File: src/rtl/reg_dump_ctrl.sv
// reg_dump_ctrl
// Register-dump sequencer for the pipelined DLX core. It overrides the core's
// instruction input, drains the pipeline with NOPs, and then injects one
// register-read instruction (rs = register index) per architectural register.
// After each injection has settled, it captures the core's busA probe. Each
// (index, value) pair is offered on a valid/ready stream.
//
// Optional feature macro: DUMP_CHECKSUM_EN
//   When defined, this adds a rotate-xor running checksum of every delivered
//   value on the 'checksum' output.
//
// Ports:
//   clk           in   clock, all state on rising edge
//   reset         in   asynchronous active-low reset
//   start         in   begin a dump (sampled only while idle)
//   abort         in   cancel a dump in progress
//   busA_probe    in   core register-file port A value
//   override_inst out  selects force_inst over instruction memory
//   force_inst    out  injected instruction word
//   busy          out  high whenever a dump is in progress
//   done          out  one-cycle pulse after the last handshake
//   dump_valid    out  dump_idx/dump_data valid
//   dump_ready    in   consumer accepts the current pair
//   dump_idx      out  register index of the current pair
//   dump_data     out  captured busA_probe value
//   checksum      out  running checksum (only with DUMP_CHECKSUM_EN)
module reg_dump_ctrl #(
  parameter int         DATA_W     = 32,
  parameter int         NREGS      = 32,
  parameter int         IDX_W      = $clog2(NREGS),
  parameter logic [5:0] OPCODE     = 6'b001000,
  parameter int         DRAIN_CYC  = 8,
  parameter int         SETTLE_CYC = 3
) (
  input  logic              clk,
  input  logic              reset,
  input  logic              start,
  input  logic              abort,
  input  logic [DATA_W-1:0] busA_probe,
  output logic              override_inst,
  output logic [31:0]       force_inst,
  output logic              busy,
  output logic              done,
  output logic              dump_valid,
  input  logic              dump_ready,
  output logic [IDX_W-1:0]  dump_idx,
  output logic [DATA_W-1:0] dump_data
`ifdef DUMP_CHECKSUM_EN
  ,
  output logic [DATA_W-1:0] checksum
`endif
);

  localparam int CNT_MAX = (DRAIN_CYC > SETTLE_CYC) ? DRAIN_CYC : SETTLE_CYC;
  localparam int CNT_W   = $clog2(CNT_MAX + 1);

  typedef enum logic [2:0] {
    ST_IDLE  = 3'd0,
    ST_DRAIN = 3'd1,
    ST_ISSUE = 3'd2,
    ST_HOLD  = 3'd3,
    ST_DONE  = 3'd4
  } state_t;

  state_t           state_r;
  logic [CNT_W-1:0] cnt_r;
  logic [IDX_W-1:0] idx_r;

  // Register-read encoding: opcode, rs = index, all other fields zero.
  function automatic logic [31:0] encode_read(input logic [IDX_W-1:0] idx);
    logic [4:0] rs_s;
    rs_s = 5'(idx);
    return {OPCODE, rs_s, 21'd0};
  endfunction

  // Sequencer state machine; every output is registered here.
  always_ff @(posedge clk or negedge reset) begin
    if (!reset) begin
      state_r       <= ST_IDLE;
      cnt_r         <= '0;
      idx_r         <= '0;
      override_inst <= 1'b0;
      force_inst    <= 32'd0;
      busy          <= 1'b0;
      done          <= 1'b0;
      dump_valid    <= 1'b0;
      dump_idx      <= '0;
      dump_data     <= '0;
`ifdef DUMP_CHECKSUM_EN
      checksum      <= '0;
`endif
    end else if (abort && (state_r != ST_IDLE)) begin
      // Abort beats handshakes and suppresses the done pulse.
      state_r       <= ST_IDLE;
      cnt_r         <= '0;
      idx_r         <= '0;
      override_inst <= 1'b0;
      force_inst    <= 32'd0;
      busy          <= 1'b0;
      done          <= 1'b0;
      dump_valid    <= 1'b0;
    end else begin
      case (state_r)
        ST_IDLE: begin
          override_inst <= 1'b0;
          force_inst    <= 32'd0;
          busy          <= 1'b0;
          done          <= 1'b0;
          dump_valid    <= 1'b0;
          if (start) begin
            state_r       <= ST_DRAIN;
            cnt_r         <= CNT_W'(DRAIN_CYC);
            idx_r         <= '0;
            override_inst <= 1'b1;
            busy          <= 1'b1;
`ifdef DUMP_CHECKSUM_EN
            checksum      <= '0;
`endif
          end
        end
        ST_DRAIN: begin
          // NOPs (all-zero word) flush in-flight instructions.
          if (cnt_r == CNT_W'(1)) begin
            state_r    <= ST_ISSUE;
            cnt_r      <= CNT_W'(SETTLE_CYC);
            force_inst <= encode_read(idx_r);
          end else begin
            cnt_r <= cnt_r - CNT_W'(1);
          end
        end
        ST_ISSUE: begin
          // busA is sampled only after the read has been held SETTLE_CYC cycles.
          if (cnt_r == CNT_W'(1)) begin
            state_r    <= ST_HOLD;
            cnt_r      <= '0;
            dump_data  <= busA_probe;
            dump_idx   <= idx_r;
            dump_valid <= 1'b1;
          end else begin
            cnt_r <= cnt_r - CNT_W'(1);
          end
        end
        ST_HOLD: begin
          if (dump_ready) begin
            dump_valid <= 1'b0;
`ifdef DUMP_CHECKSUM_EN
            checksum   <= {checksum[DATA_W-2:0], checksum[DATA_W-1]} ^ dump_data;
`endif
            if (idx_r == IDX_W'(NREGS - 1)) begin
              state_r       <= ST_DONE;
              override_inst <= 1'b0;
              force_inst    <= 32'd0;
            end else begin
              state_r    <= ST_ISSUE;
              idx_r      <= idx_r + IDX_W'(1);
              cnt_r      <= CNT_W'(SETTLE_CYC);
              force_inst <= encode_read(idx_r + IDX_W'(1));
            end
          end
        end
        ST_DONE: begin
          // First cycle raises done. The second cycle drops done and busy together.
          if (!done) begin
            done <= 1'b1;
          end else begin
            done    <= 1'b0;
            busy    <= 1'b0;
            state_r <= ST_IDLE;
          end
        end
        default: begin
          state_r       <= ST_IDLE;
          cnt_r         <= '0;
          idx_r         <= '0;
          override_inst <= 1'b0;
          force_inst    <= 32'd0;
          busy          <= 1'b0;
          done          <= 1'b0;
          dump_valid    <= 1'b0;
        end
      endcase
    end
  end

endmodule

File: config.mk
export PLATFORM = sky130hd
export DESIGN_NAME = reg_dump_ctrl
export DESIGN_NICKNAME = d
export VERILOG_FILES = /design/src/rtl/reg_dump_ctrl.sv
export SDC_FILE = /design/constraint.sdc
export NUM_CORES = 1
export LEC_CHECK = 0
export BUFFER_PORTS_ARGS = -buffer_cell sky130_fd_sc_hd__buf_2
export CELL_PAD_IN_SITES_DETAIL_PLACEMENT = 0
export CELL_PAD_IN_SITES_GLOBAL_PLACEMENT = 1
export CORE_UTILIZATION = 27
export CTS_BUF_LIST = sky130_fd_sc_hd__clkbuf_8 sky130_fd_sc_hd__clkbuf_16
export CTS_CLUSTER_SIZE = 20
export DETAILED_ROUTE_END_ITERATION = 6
export PLACE_DENSITY = 0.57
export SYNTH_ARGS = -nofsm -noshare
export SYNTH_HDL_FRONTEND = slang
export SYNTH_SLANG_ARGS = --single-unit
File: constraint.sdc
create_clock -name clk -period 2.7 [get_ports clk]
set_input_delay 0.405 -clock clk [delete_from_list [all_inputs] [get_ports clk]]
set_output_delay 0.405 -clock clk [all_outputs]
set_load 0.02 [all_outputs]
==> run summary <==
Final worst path period share - 0.8618
Skew final - 0.006718 ns
Sink Count - 59
Buffer count from post-CTS setup fixing - 0
Area share of the largest cell type after synthesis - 0.4635
DP Wirelength - 4951 um
Gr ovfl total - 0
Global Route Usage Sum - 0.1234
Status - complete, no violations
Synth Register Bits - 59
PD cells - 892.1 nW/um2
Cell taking the most area after synthesis - dfrtp_1
Post-Route WL - 7314 um
Worst slew pin tran - 0.8824 ns
GR met3 Demand/Resource - 0.04007
CP Data Arrival Time - 2.54 ns
ANT nets after route - 0
Critical path capture point type - flip-flop
H-tree depth - 3
Iter 0 DRT Violations - 94
CP Max Fanout - 10
DP Area - 3665 um2
Post_cts resized - 0
Fill count - 1,171
Port bufs - 83
Yosys warning total - 0
Via count - 2,325
Vias/cell - 4.577
DRC viols - 0
Largest cells by area after synthesis - dfrtp_1, mux2_4, buf_4
Count leader, synth - dfrtp_1
Die height - 110.6 um
Synth cell types - 56
CTS tree - built
Post-Syn Instances - 272
Final Hold Viols - 0
Core ar. - 11,470 um2
Worst VDD drop - 342.3 uV
Antenna Cells - 0
Syn Area/Cell - 11.71 um2
Worst-Skew Late Latency - 0.33 ns
Layout cells sized above 1 - 0.4247
Drt first pass iters - 4
Rows - 39
Area Growth Syn to Fin - 26.04%
Slew HR - 0.4117
Min-delay worst type - input port to asynchronous set/reset pin
Vias in the first global route - 2,297
GR Util met2 - 0.1921
Global-route wire length before repair - 11,880 um
Post-route insts no fill - 508
Crit path launch type - flip-flop
Final net count - 401
Post-synth top cells - dfrtp_1, mux2_4, buf_4, inv_1, a21oi_1
Initial Util - 0.2778
Clock buffer depth - 2
Cell area after layout - 4015 um2
Required time worst endpoint - 2.91 ns
Crit-path slowest cell - dfrtp_1
Initial antenna violation count - 0
FFs w/ async S/R, synth - 1.000
Root Driver - clkbuf_16
Pin count of the biggest net entering global routing - 38
Quantity of hold-fixing buffers added after cts - 0
Slew Limit Fails - 0
Gr busiest metal - met2
Lkg Pwr - 2.090 nW
Fin util - 0.3501
Setup Crit Path Kind - flip-flop to flip-flop
RSZ-0062 raised after global routing - no
Share of the yosys chip area belonging to registers - 0.4635
Clock slew at reported path FFs - 0.06 ns
Netlist Area Pre-Place - 3186 um2
Routed WL per cell - 14.40 um
Grt met1 use - 0.1592
Fin Setup TNS - 0 ns
Max-Cap Viols - 0
I/O Pins - 110
CTS Buf Count - 9
Crit path top cell by count - ha_1
Gpl congestion - 0.7651
Cells after DPL - 492
Post-synth EDFFs - 0
Die width - 110.6 um
Worst-path cell chain - ha_1 > and3_1 > ha_1 > nand4b_1 > a21oi_1 > or2_0 > o41ai_1
Crit-path max cell delay - 0.47 ns
Final-report setup violation count - 0
Fmax - 429.8 MHz
Ys flop type - dfrtp_1
Fin crit period - 2.327 ns
Die ar. - 12,240 um2
path summary, 6_finish.rpt:
kind	start	to	slack (ns)	depth (start not counted)
max	idx_r[0]	idx_r[2]	0.37	7
min	reset	done	0.20	1
max reg2reg	idx_r[0]	idx_r[2]	0.37	7
min reg2reg	dump_data[17]	dump_data[17]	0.50	1
max in group asynchronous	reset	force_inst[29]	1.79	2
min in group clk	busA_probe[7]	dump_data[7]	0.31	2
metal layers:
layer | wire [um] | vias up
li1 | - | 1108
met1 | 3430 | 1149
met2 | 3457 | 60
met3 | 344 | 8
met4 | 81 | 0
met5 | 0 | -
metrics by stage:
stage	hold slack (ns)	power, mW	setup slack [ns]
after floorplan	0.1094	1.971	0.6591
after global placement	0.4822	2.261	0.3759
after detailed placement	0.4891	2.258	0.3711
after CTS	0.2157	3.638	0.3482
after global routing	0.2636	3.801	0.1606
final	0.1957	3.582	0.3731
state kept, by name, summed over array words and instances (netlist names):
| name | flops |
|---|---|
| busy | 1 |
| cnt_r | 4 |
| done | 1 |
| dump_data | 32 |
| dump_idx | 5 |
| dump_valid | 1 |
| force_inst | 6 |
| idx_r | 5 |
| override_inst | 1 |
| state_r | 3 |
power breakdown:
part	switching [mW]	internal [mW]	leakage (nW)
sequential	0.152	1.02	0.804
combinational	0.608	0.461	1.12
clock	0.413	0.927	0.169
total	1.17	2.41	2.09
cell type report:
class                           count  area [um2]  area share
Clock buffer                       10       239.0     0.05952
Clock inverter                      6       111.4     0.02773
Inverter                           15       56.30     0.01402
Multi-Input combinational cell    181        1455      0.3624
Sequential cell                    59        1476      0.3677
Tap cell                          143       178.9     0.04456
Timing Repair Buffer               94       498.0      0.1240
cells by family (layout without fill, tap and decap cells):
kind of cell / after synthesis / count (layout) / share of synthesized area
xor+xnor: 2 / 2 / 0.005500
other cells: 1 / 26 / 0.001177
mux: 39 / 39 / 0.1724
buf+inv: 57 / 125 / 0.1092
simple gates: 49 / 49 / 0.09898
flops: 59 / 59 / 0.4635
fa+ha+maj: 5 / 5 / 0.01925
compound gates: 60 / 60 / 0.1300
cells in the final DEF, fill, tap and decap left out, drive strengths merged, types with 6 or more instances in the layout:
| master | count |
|---|---|
| o32ai | 8 |
| buf | 94 |
| a21oi | 15 |
| conb | 26 |
| clkbuf | 10 |
| dfrtp | 59 |
| inv | 16 |
| nand3 | 7 |
| mux2 | 37 |
| o21ai | 11 |
| nor2 | 6 |
| o31ai | 7 |
critical path: cells and delay by family (launching register included):
family                   cells  cell delay [ns]
flip-flops                   1             0.47
AO/OA/AOI/OAI                2             0.45
adder cells (fa/ha/maj)      2             0.60
AND/OR/NAND/NOR              3             0.71
Power figures use the tool's default switching activity.
